**src/rtl/shift_arbiter.sv**
```systemverilog
// shift_arbiter: two-requester scheduler for the shared combinational
// SLL/SRA shift datapath. It selects at most one requester per cycle and
// drives that requester's operand, shift amount and op onto the shifter
// ports. The shifter result is captured into a one-entry response register
// that carries the requester ID.
//
// Build option: define SHIFT_ARB_FIXED_PRI_EN to select fixed priority, where
// requester 0 always wins a tie and no grant history is kept. When it is left
// undefined, ties are resolved round-robin.
module shift_arbiter #(
  parameter int unsigned WIDTH = 32,
  parameter int unsigned SHW   = 5
) (
  input  logic                 clock,
  input  logic                 reset,
  input  logic [1:0]           req_valid,
  output logic [1:0]           req_ready,
  input  logic [2*WIDTH-1:0]   req_a,
  input  logic [2*SHW-1:0]     req_shamt,
  input  logic [1:0]           req_op,
  output logic [WIDTH-1:0]     sh_a,
  output logic [SHW-1:0]       sh_shamt,
  output logic                 sh_op,
  input  logic [WIDTH-1:0]     sh_result,
  output logic                 rsp_valid,
  input  logic                 rsp_ready,
  output logic [WIDTH-1:0]     rsp_data,
  output logic                 rsp_id
);

  logic slot_free;
  logic sel_valid;
  logic sel_id;
  logic fire;

`ifdef SHIFT_ARB_FIXED_PRI_EN
  // Fixed priority: requester 0 wins whenever it is valid.
  always_comb begin
    sel_valid = |req_valid;
    sel_id    = ~req_valid[0] & req_valid[1];
  end
`else
  logic last_grant;

  // Round-robin: a lone requester wins; on contention the one not granted last wins.
  always_comb begin
    sel_valid = |req_valid;
    sel_id    = 1'b0;
    case (req_valid)
      2'b10:   sel_id = 1'b1;
      2'b11:   sel_id = ~last_grant;
      default: sel_id = 1'b0;
    endcase
  end

  // Grant history moves only on accepted requests, so a stall leaves it untouched.
  always_ff @(posedge clock) begin
    if (reset) begin
      last_grant <= 1'b1;
    end else if (fire) begin
      last_grant <= sel_id;
    end
  end
`endif

  // Accept when the response slot is empty or is being drained this cycle.
  always_comb begin
    slot_free = ~rsp_valid | rsp_ready;
    req_ready = '0;
    if (slot_free && sel_valid && !reset) begin
      req_ready[sel_id] = 1'b1;
    end
    fire = |req_ready;
  end

  // Steer the selected requester onto the shifter; idle inputs are zero.
  always_comb begin
    sh_a     = '0;
    sh_shamt = '0;
    sh_op    = 1'b0;
    if (sel_valid) begin
      if (sel_id) begin
        sh_a     = req_a[2*WIDTH-1:WIDTH];
        sh_shamt = req_shamt[2*SHW-1:SHW];
        sh_op    = req_op[1];
      end else begin
        sh_a     = req_a[WIDTH-1:0];
        sh_shamt = req_shamt[SHW-1:0];
        sh_op    = req_op[0];
      end
    end
  end

  // One-entry response register: load on fire, otherwise clear valid when drained.
  always_ff @(posedge clock) begin
    if (reset) begin
      rsp_valid <= 1'b0;
      rsp_data  <= '0;
      rsp_id    <= 1'b0;
    end else if (fire) begin
      rsp_valid <= 1'b1;
      rsp_data  <= sh_result;
      rsp_id    <= sel_id;
    end else if (rsp_valid && rsp_ready) begin
      rsp_valid <= 1'b0;
    end
  end

endmodule

```
**config.mk**
```make
export PLATFORM = sky130hd
export DESIGN_NAME = shift_arbiter
export DESIGN_NICKNAME = d
export VERILOG_FILES = /design/src/rtl/shift_arbiter.sv
export SDC_FILE = /design/constraint.sdc
export NUM_CORES = 1
export LEC_CHECK = 0
export ABC_AREA = 1
export BUFFER_PORTS_ARGS = -buffer_cell sky130_fd_sc_hd__buf_2
export CORE_MARGIN = 2
export CORE_UTILIZATION = 38
export DETAILED_ROUTE_END_ITERATION = 6
export PLACE_DENSITY = 0.86
export SKIP_CTS_REPAIR_TIMING = 1
export SLEW_MARGIN = 20
export SYNTH_ARGS = -nofsm -noshare
export SYNTH_HDL_FRONTEND = slang
export SYNTH_SLANG_ARGS = --single-unit
```
**constraint.sdc**
```tcl
create_clock -name clock -period 1.58 [get_ports clock]
set_input_delay 0.316 -clock clock [delete_from_list [all_inputs] [get_ports clock]]
set_output_delay 0.316 -clock clock [all_outputs]
set_load 0.005 [all_outputs]
```
==> summary by stage, run 1 <==
Pwr
The power share of the combinational group is 29.2%. Summed over all cells, the static leakage comes to around 0.0018 uW. Sequential cells burn 40.2% of the power. In this run the power density over the cells is approximately 780 mW/mm^2.

In this run switching power makes up a little over a quarter of total power. The cell-internal power is ~1800 uW. The clock network burns around 30% of the power. The maximum vdd ir drop is 0.000569 V. The switching power is 666 uW.

Flow run
The number of maximum-capacitance constraint violations is 0.

Logic synthesis
The area share of the largest cell type after synthesis is between 30% and 40%. In the synthesized netlist, the cells that appear most often are 79 x sky130_fd_sc_hd__nand2_1, 38 x sky130_fd_sc_hd__o21ai_0, 35 x sky130_fd_sc_hd__dfxtp_1, 35 x sky130_fd_sc_hd__inv_1. The proportion of register bits with asynchronous set or reset after synthesis is 0%. The combinational family with the most area after synthesis is simple AND/OR/NAND/NOR gates. Sorting the synthesized cells by area gives the leading types as sky130_fd_sc_hd__dfxtp_1 38%, sky130_fd_sc_hd__nand2_1 16%, sky130_fd_sc_hd__o21ai_0 10%, sky130_fd_sc_hd__nand3_1 9.1%, sky130_fd_sc_hd__o21ai_1 9.1%. Yosys printed 0 warnings. The prevailing post-synth register cell is sky130_fd_sc_hd__dfxtp_1. The number of unique standard cell types used by synthesis is 17.

The share of the yosys chip area belonging to registers is 38.4%. In this run the mean area of a mapped cell was 6.42 um^2. The post-synthesis share of cell area spent on full adders, half adders and majority gates is 0%. The simple logic cell fraction of the synthesized area is 27.0%. The post-synthesis instance total is approximately 280. Summing every instance area after synthesis gives approximately 0.0018 mm^2. Yosys mapped a number of flops with a built-in enable equal to 0. The synthesized netlist devotes between 20% and 30% of its cell area to compound gates.

Of all cell types, the one taking the most synthesized area is sky130_fd_sc_hd__dfxtp_1. The number of nets handed over by synthesis was approximately 400. The synthesized design contains 35 register bits. The multiplexer share of the synthesized area is 0%.

The synthesized netlist devotes 0% of its cell area to XOR and XNOR gates. The cell with the most instances after synthesis is sky130_fd_sc_hd__nand2_1.

Finish
The number of fill cells in the layout is ~420. Leaving out filler cells and counting taps, the final layout contains between 500 and 600. In the final layout, flip-flops and latches occupy roughly 700 um^2.

Summing all multi-input logic gate instances after layout gives between 800 and 900 um^2. The layout cell share with drive strength beyond 1 is 47.4%. The net total in the final layout is around 590. Compared with the post-synthesis result, the final layout area differs by 71.7%. The number of antenna diodes is 0.

Route
Dividing the detail-routed wire length by the instance count gives roughly 13 um. The highest metal layer carrying signal wires in the routed design is met4. The overall via count from detail_route is approximately 2.6k. The total routed wirelength is between 6 and 7 mm. For this block, wires on met1 add up to ~2.6 mm. The length of routed met2 wiring is ~3.5 mm. The pre-antenna-repair detailed-routing pass consisted of 4 iterations. The routed design uses 623 um of met3 wire. In this run, the number of DRC markers left after iteration 0 of detailed routing was 77. In this run the remaining antenna-violating nets after routing total 0. The number of design rule violations left after detail routing is 0. After detailed routing, the number of vias per cell comes to 4.81.

Setup path
The setup slack of the worst register-to-register path is about 0.45 ns. Data arrives at the worst endpoint at about 1.4 ns. The data required time at the worst endpoint is roughly 1.3 ns. Along the worst path, the maximum fanout reaches 8. STA classifies the critical path endpoint as a primary output. The critical path is of the reg -> out type. The startpoint type of the worst setup path is a register.

The endpoint of the worst register-to-register path is rsp_id. Tracing the worst setup path back leads to its startpoint at last_grant. The count of cells along the worst register-to-register path is 6. The end point of the critical path is sh_shamt[1].

In this run the critical register-to-register path is launched from last_grant.

Clocking
The clock edge transition at the registers on the reported setup and hold paths is about 0.07 ns. Counting the buffers created by CTS gives 5. The CTS sink count is 35.

The H-tree was split into 2 levels. Counting along the longest clock path gives a buffer depth of 2. The root buffer cell is sky130_fd_sc_hd__clkbuf_8. For the worst-skew pair, the clock arrives at the later sink with an insertion delay of approximately 0.27 ns. The clock tree from TritonCTS is yes.

Min path
The worst hold path belongs to the class in -> reg. The startpoint of the most critical hold path is reset.

Floorplan
The core region is 0.00466 mm^2. The die is between 70 and 80 um tall. For this design the top-level I/O count stands at around 190.

The number of core rows is 25. The die covers approximately 0.0054 mm^2. The die is between 70 and 80 um wide.

Once the floorplan was initialized, standard cells occupied between 30% and 40% of the core.

Status
The flow ran to the end, but the final reports show violations. The checks that failed: negative setup slack.

Global route
The via count of the first global-routing pass is between 2k and 2.5k. The first global-routing pass estimated 9.18 mm of wire. The initial antenna violation count is 0.

Across every metal layer, demand over resource in global routing totals 21.6%. Entering global routing, the biggest net connects 42 pins. Summed over all layers, the global routing overflow is 0.

Placed design
The pre-CTS setup slack is roughly 0.047 ns. Detailed placement ended at an HPWL of ~5.2 mm. The congestion estimate from routability-driven global placement came to approximately 0.83.

The port buffer count is ~190. Including well taps, the total number of placed cells is 521.

Timing
The count of final max-slew check failures is 0. The routed design could run at a clock period as short as 1.67 ns. For this run, the top clock speed supported by timing is between 0.5 and 0.6 GHz. Setup slack on the critical path of the routed design comes to -0.0900 ns. Setup repair after global routing could not meet its margin everywhere. The share of the clock period used by the worst path is 106%. The clock arrives with about 0.011 ns of skew. At the pin with the least slew margin, the transition time is between 0.3 and 0.4 ns. Measured against its own limit, the worst slew margin works out to about 77%. The final-report hold violation count is 0. Setup violations remaining at the end of the flow were counted as 40.
## worst min-delay path by stage
stage / to / slack [ns] / cells past startpoint
floorplan: rsp_valid / 0.39 / 1
global placement: rsp_data[22] / 0.46 / 2
detailed placement: rsp_data[22] / 0.47 / 2
CTS: rsp_valid / 0.20 / 2
global route: rsp_valid / 0.22 / 2
finish: rsp_valid / 0.21 / 2
## sequential cells by signal, summed over array words and instances (netlist names)
name        flops
rsp_id          1
last_grant      1
rsp_valid       1
rsp_data       32
## cell type report
class / instances / share of cell area [%]
timing repair buffer: 211 / 39.4
multi-input combinational: 191 / 28.4
inverter: 37 / 4.43
sequential: 35 / 22.4
clock inverter: 1 / 0.959
clock buffer: 6 / 2.32
tap: 54 / 2.16
## worst max-delay path: stages (launching register included)
cell and delay, ns:
sky130_fd_sc_hd__dfxtp_2 0.34, sky130_fd_sc_hd__a21oi_4 0.17, sky130_fd_sc_hd__buf_6 0.16, sky130_fd_sc_hd__buf_8 0.13
sky130_fd_sc_hd__nand2_1 0.06, sky130_fd_sc_hd__o21ai_1 0.09, sky130_fd_sc_hd__buf_2 0.14
## power groups by stage
stage	registers, uW	logic (uW)	clock network [uW]
6_report	987	716	749
5_1_grt	994	786	807
4_1_cts	986	630	764
3_5_place_dp	1000	627	0
3_3_place_gp	1000	614	0
2_1_floorplan	1010	260	0
## through the flow
step | power, uW | TNS (ns) | cell area (um^2) | hold slack (ns) | utilization, %
2_1_floorplan | 1270 | 0 | 1820 | 0.385 | -
3_3_place_gp | 1620 | 0 | 2860 | 0.459 | 61.3
3_5_place_dp | 1630 | 0 | 2860 | 0.466 | 61.3
4_1_cts | 2380 | -1.71 | 2960 | 0.199 | 63.5
5_1_grt | 2590 | -4.47 | 3130 | 0.217 | 67.2
6_report | 2450 | -1.77 | 3130 | 0.205 | 67.2
## routing by layer
layer / vias to the layer above / track usage [%]
met2: 119 / 40.6
met1: 1144 / 22.4
li1: 1300 / -
met3: 12 / 6.86
met4: 0 / 7.00
met5: - / 0
## placed cells by master (no fill, tap or decap)
master	instances
sky130_fd_sc_hd__dfxtp_2	1
sky130_fd_sc_hd__buf_12	2
sky130_fd_sc_hd__nor2_1	4
sky130_fd_sc_hd__o21ai_0	4
sky130_fd_sc_hd__clkbuf_16	4
sky130_fd_sc_hd__buf_8	1
sky130_fd_sc_hd__buf_4	15
sky130_fd_sc_hd__o21ai_1	64
sky130_fd_sc_hd__bufinv_16	1
sky130_fd_sc_hd__nand3_1	33
sky130_fd_sc_hd__nand3_2	1
sky130_fd_sc_hd__nand2_1	76
sky130_fd_sc_hd__dfxtp_1	34
sky130_fd_sc_hd__clkinv_1	1
sky130_fd_sc_hd__buf_6	3
sky130_fd_sc_hd__a21oi_4	1
sky130_fd_sc_hd__clkbuf_1	1
sky130_fd_sc_hd__buf_2	186
sky130_fd_sc_hd__o21ai_2	3
sky130_fd_sc_hd__inv_1	35
sky130_fd_sc_hd__nand2_2	4
sky130_fd_sc_hd__inv_2	1
sky130_fd_sc_hd__a21oi_1	1
sky130_fd_sc_hd__clkbuf_8	5
## logic make-up (layout without fill, tap and decap cells)
| kind of cell | count (synthesis) | after routing |
|---|---|---|
| and+or+nand+nor | 118 | 118 |
| AOI/OAI and AO/OA | 73 | 73 |
| buffers and inverters | 58 | 255 |
| DFF | 35 | 35 |
Power figures use the tool's default switching activity.
==> run 2, diff against run 1 <==
--- a/config.mk
+++ b/config.mk
@@ -5,10 +5,9 @@
 export SDC_FILE = /design/constraint.sdc
 export NUM_CORES = 1
 export LEC_CHECK = 0
-export ABC_AREA = 1
 export BUFFER_PORTS_ARGS = -buffer_cell sky130_fd_sc_hd__buf_2
 export CORE_MARGIN = 2
-export CORE_UTILIZATION = 38
+export CORE_UTILIZATION = 40
 export DETAILED_ROUTE_END_ITERATION = 6
 export PLACE_DENSITY = 0.86
 export SKIP_CTS_REPAIR_TIMING = 1
==> summary by stage, run 2 <==
Pwr
The fraction of power spent switching nets was 28.9% (was 27.2%). The relative contribution of sequential cells to total power was 41.6% (was 40.2%). The clock group share of total power is 27.2% (was 30.5%). The power share of the combinational group is 31.3% (was 29.2%). The leakage dissipation is 0.00169 uW (was 0.00179 uW). The maximum vdd ir drop is 0.000663 V (was 0.000569 V). The switching power is 677 uW (was 666 uW). The cell-internal power came to 1660 uW (was 1790 uW). The power density over the cells came to 713 mW/mm^2 (was 783 mW/mm^2).

Logic synthesis
The xor and xnor fraction of the mapped netlist area is 0% (unchanged). The prevailing post-synth register cell was sky130_fd_sc_hd__dfxtp_1 (unchanged). The count of state elements after synthesis is 35 (unchanged). The mean area per synthesized cell is 6.98 um^2 (was 6.42 um^2).

The post-synthesis instance total is 290 (was 284). The post-synthesis compound-gate area fraction is 27.4% (was 20.2%). The proportion of register bits with asynchronous set or reset after synthesis is 0% (unchanged).

The total nets after synthesis was 403 (was 397). The post-synthesis share of cell area spent on full adders, half adders and majority gates is 0% (unchanged). The share of the yosys chip area belonging to registers is 34.6% (was 38.4%). The number of unique standard cell types used by synthesis is 18 (was 17). The cell with the most instances after synthesis is sky130_fd_sc_hd__nand2_1 (unchanged).

The post-synthesis instance area is 0.00202 mm^2 (was 0.00182 mm^2). The area share of the largest cell type after synthesis is 34.6% (was 38.4%). The largest area contributor in the netlist is sky130_fd_sc_hd__dfxtp_1 (unchanged).

The number of synthesized flops with an enable pin is 0 (unchanged). The simple logic cell fraction of the synthesized area is 29.0% (was 27.0%). The multiplexer share of the synthesized area is 0% (unchanged). The total of warnings raised by yosys was 0 (unchanged). The combinational family with the most area after synthesis is simple AND/OR/NAND/NOR gates (unchanged). Top area cells in the synthesized netlist: sky130_fd_sc_hd__dfxtp_1 35%, sky130_fd_sc_hd__o21ai_0 16%, sky130_fd_sc_hd__nand2_1 14%, sky130_fd_sc_hd__nand3b_1 12%, sky130_fd_sc_hd__a21oi_1 8.7% (was sky130_fd_sc_hd__dfxtp_1 38%, sky130_fd_sc_hd__nand2_1 16%, sky130_fd_sc_hd__o21ai_0 10%, sky130_fd_sc_hd__nand3_1 9.1%, sky130_fd_sc_hd__o21ai_1 9.1%). Synth top cells by count: 76 x sky130_fd_sc_hd__nand2_1, 65 x sky130_fd_sc_hd__o21ai_0, 35 x sky130_fd_sc_hd__a21oi_1, 35 x sky130_fd_sc_hd__dfxtp_1, 33 x sky130_fd_sc_hd__nand3b_1 (was 79 x sky130_fd_sc_hd__nand2_1, 38 x sky130_fd_sc_hd__o21ai_0, 35 x sky130_fd_sc_hd__dfxtp_1, 35 x sky130_fd_sc_hd__inv_1).

Timing
The tightest slew margin relative to the limit is 76.2% (was 77.3%). The transition time of the tightest slew-check pin came to 0.358 ns (was 0.341 ns). The highest clock rate was 0.575 GHz (was 0.599 GHz). The final worst slack is -0.159 ns (was -0.0900 ns).

The share of the clock period used by the worst path is 110% (was 106%). The final-report hold violation count was 0 (unchanged). The setup skew after layout is 0.00273 ns (was 0.0107 ns).

The smallest hold slack was 0.295 ns (was 0.205 ns). The count of final max-slew check failures is 0 (unchanged). The number of setup violations in the final report is 39 (was 40). The final period demand of the worst path came to 1.74 ns (was 1.67 ns).

RSZ-0062 raised after global routing: yes (unchanged).

Setup path
The critical-path cell with the highest stage delay is sky130_fd_sc_hd__dfxtp_4 (was sky130_fd_sc_hd__dfxtp_2). The logic depth of the worst path, buffers included came to 6 (unchanged). The critical path data arrival time was 1.42 ns (was 1.35 ns).

The delay of the slowest cell on the worst path is 0.36 ns (was 0.34 ns). The count of cells along the worst register-to-register path is 6 (unchanged). The cell class contributing the biggest share of worst-path delay is buffers and inverters (unchanged).

The data required time at the worst endpoint is 1.26 ns (about the same). The count of buffer and inverter cells on the critical path is 3 (unchanged). The kind of capture point of the worst setup path was a primary output (unchanged). The startpoint type of the worst setup path was a register (unchanged).

Cells along the critical path: a21boi_4 > buf_12 > clkbuf_16 > nand2_1 > o21ai_0 > buf_2 (was a21oi_4 > buf_6 > buf_8 > nand2_1 > o21ai_1 > buf_2). The category of the critical setup timing path is reg -> out (unchanged). The largest fanout on the critical path was 19 (was 8).

Route
The routed wire length per instance is 14.2 um (was 12.8 um). The number of routed nets with antenna violations is 0 (unchanged). The post-detailed-route via-to-cell ratio was 5.13 (was 4.81). The total routed wirelength is 7.72 mm (was 6.86 mm). The number of design rule violations left after detail routing is 0 (unchanged). The overall via count from detail_route is 2781 (was 2575). The starting DRC count in detailed routing is 128 (was 77).

The count of TritonRoute iterations in the first routing pass was 4 (unchanged).

Floorplan
The initial cell density of the core came to 42.3% (was 39.1%). The number of core rows was 25 (unchanged). The die width came to 75.1 um (was 73.3 um). The height of the die was 75.1 um (was 73.3 um). The I/O pin count was 187 (unchanged).

The die area was 0.00564 mm^2 (was 0.00537 mm^2). The area of the placeable core is 0.00479 mm^2 (was 0.00466 mm^2).

Global route
The initial antenna violation count was 0 (unchanged). The global-route wire length before repair is 9.84 mm (was 9.18 mm). The total grt overflow is 0 (unchanged). The via count of the first global-routing pass came to 2299 (was 2136). The total routing usage reported by global routing was 22.5% (was 21.6%). The largest net degree at the start of global routing is 78 (was 42).

Clocking
The clock edge transition at the registers on the reported setup and hold paths was 0.07 ns (about the same). The root buffer cell was sky130_fd_sc_hd__clkbuf_8 (unchanged). The source-to-sink clock delay at the later pin of the worst-skew pair is 0.28 ns (was 0.27 ns).

The TritonCTS buffer count is 5 (unchanged). The maximum count of clock buffers along a single path is 2 (unchanged). The clock tree from TritonCTS is yes (unchanged). The CTS sink count was 35 (unchanged). The number of H-tree levels came to 2 (unchanged).

Finish
The multi-input logic area came to 0.00121 mm^2 (was 888 um^2). The net total in the final layout is 588 (was 594). The flip-flop count of the largest register after layout is 32 (unchanged).

The storage element area is 704 um^2 (was 702 um^2). The area of all placed cells without fillers is 0.00328 mm^2 (was 0.00313 mm^2). The number of antenna diodes is 0 (unchanged). The number of fill cells in the layout is 410 (was 417).

The layout cell share with drive strength beyond 1 is 48.8% (was 47.4%). The relative area change from synthesis to final layout was 62.3% (was 71.7%). Commonest non-fill, non-tap cells in the layout: 186 x sky130_fd_sc_hd__buf_2, 70 x sky130_fd_sc_hd__nand2_1, 36 x sky130_fd_sc_hd__o21ai_0 (was 186 x sky130_fd_sc_hd__buf_2, 76 x sky130_fd_sc_hd__nand2_1, 64 x sky130_fd_sc_hd__o21ai_1). The register with the most flip-flops is rsp_data (unchanged). The most frequent standard cell in the layout excluding fill and tap cells is sky130_fd_sc_hd__buf_2 (unchanged).

Placed design
The total placed instance area was 0.00298 mm^2 (was 0.00286 mm^2). The port buffer count came to 186 (unchanged). The detailed placement HPWL is 5.20 mm (was 5.23 mm). The pre-CTS setup slack is -0.0316 ns (was 0.0475 ns). The final weighted congestion in routability-driven placement is 0.779 (was 0.831).

Min path
The class of the most critical hold timing path was in -> reg (unchanged). The worst hold path cell count is 3 (was 2).

Flow run
The number of maximum-capacitance constraint violations came to 0 (unchanged).

Status
Run status: finished with violations (unchanged). Violated checks: negative setup slack (unchanged).
run 2: power groups by stage:
stage | Sequential, uW | Combinational (uW) | Clock (uW)
final | 973 | 733 | 636
after global routing | 979 | 805 | 684
after CTS | 973 | 632 | 653
after detailed placement | 992 | 629 | 0
after global placement | 988 | 615 | 0
after floorplan | 997 | 299 | 0
run 2: per-layer routing:
metal	up-vias	track usage [%]	share of wire (%)
met5	-	0	0
met4	0	9.52	2.2
met3	22	8.30	11
li1	1356	-	-
met2	142	40.3	50
met1	1261	23.7	37
run 2: worst paths after layout:
| path | start | end | slack (ns) |
|---|---|---|---|
| worst max-delay path | last_grant | sh_a[17] | -0.16 |
| worst min-delay path | sh_result[16] | rsp_data[16] | 0.29 |
| worst max register to register | last_grant | rsp_id | 0.39 |
| worst min register to register | rsp_data[6] | rsp_data[6] | 0.47 |
run 2: area by class of cell:
class	instances	area share [%]
sequential	35	21.4
timing repair buffer	209	36.6
clock buffer	6	2.51
multi-input combinational	224	36.7
tap	67	2.55
clock inverter	1	0.152
run 2: cell families (layout without fill, tap and decap cells):
group,count (synthesis),count (layout)
AO/OA/AOI/OAI,108,108
flip-flops,35,35
buffers and inverters,31,216
AND/OR/NAND/NOR,116,116
run 2: metrics by stage:
step           util (%)  total power (uW)  setup TNS [ns]  std cells
3_5_place_dp       62.3              1620         -0.0610        527
4_1_cts            64.1              2260           -4.62        534
6_report           68.6              2340           -4.92        542
3_3_place_gp       62.3              1600        -0.00358        527
5_1_grt            68.6              2470           -7.16        542
2_1_floorplan         -              1300               0        290
run 2: worst min-delay path: stages:
cell                       delay, ns
sky130_fd_sc_hd__buf_2          0.09
sky130_fd_sc_hd__nand3b_1       0.07
sky130_fd_sc_hd__a21oi_1        0.05
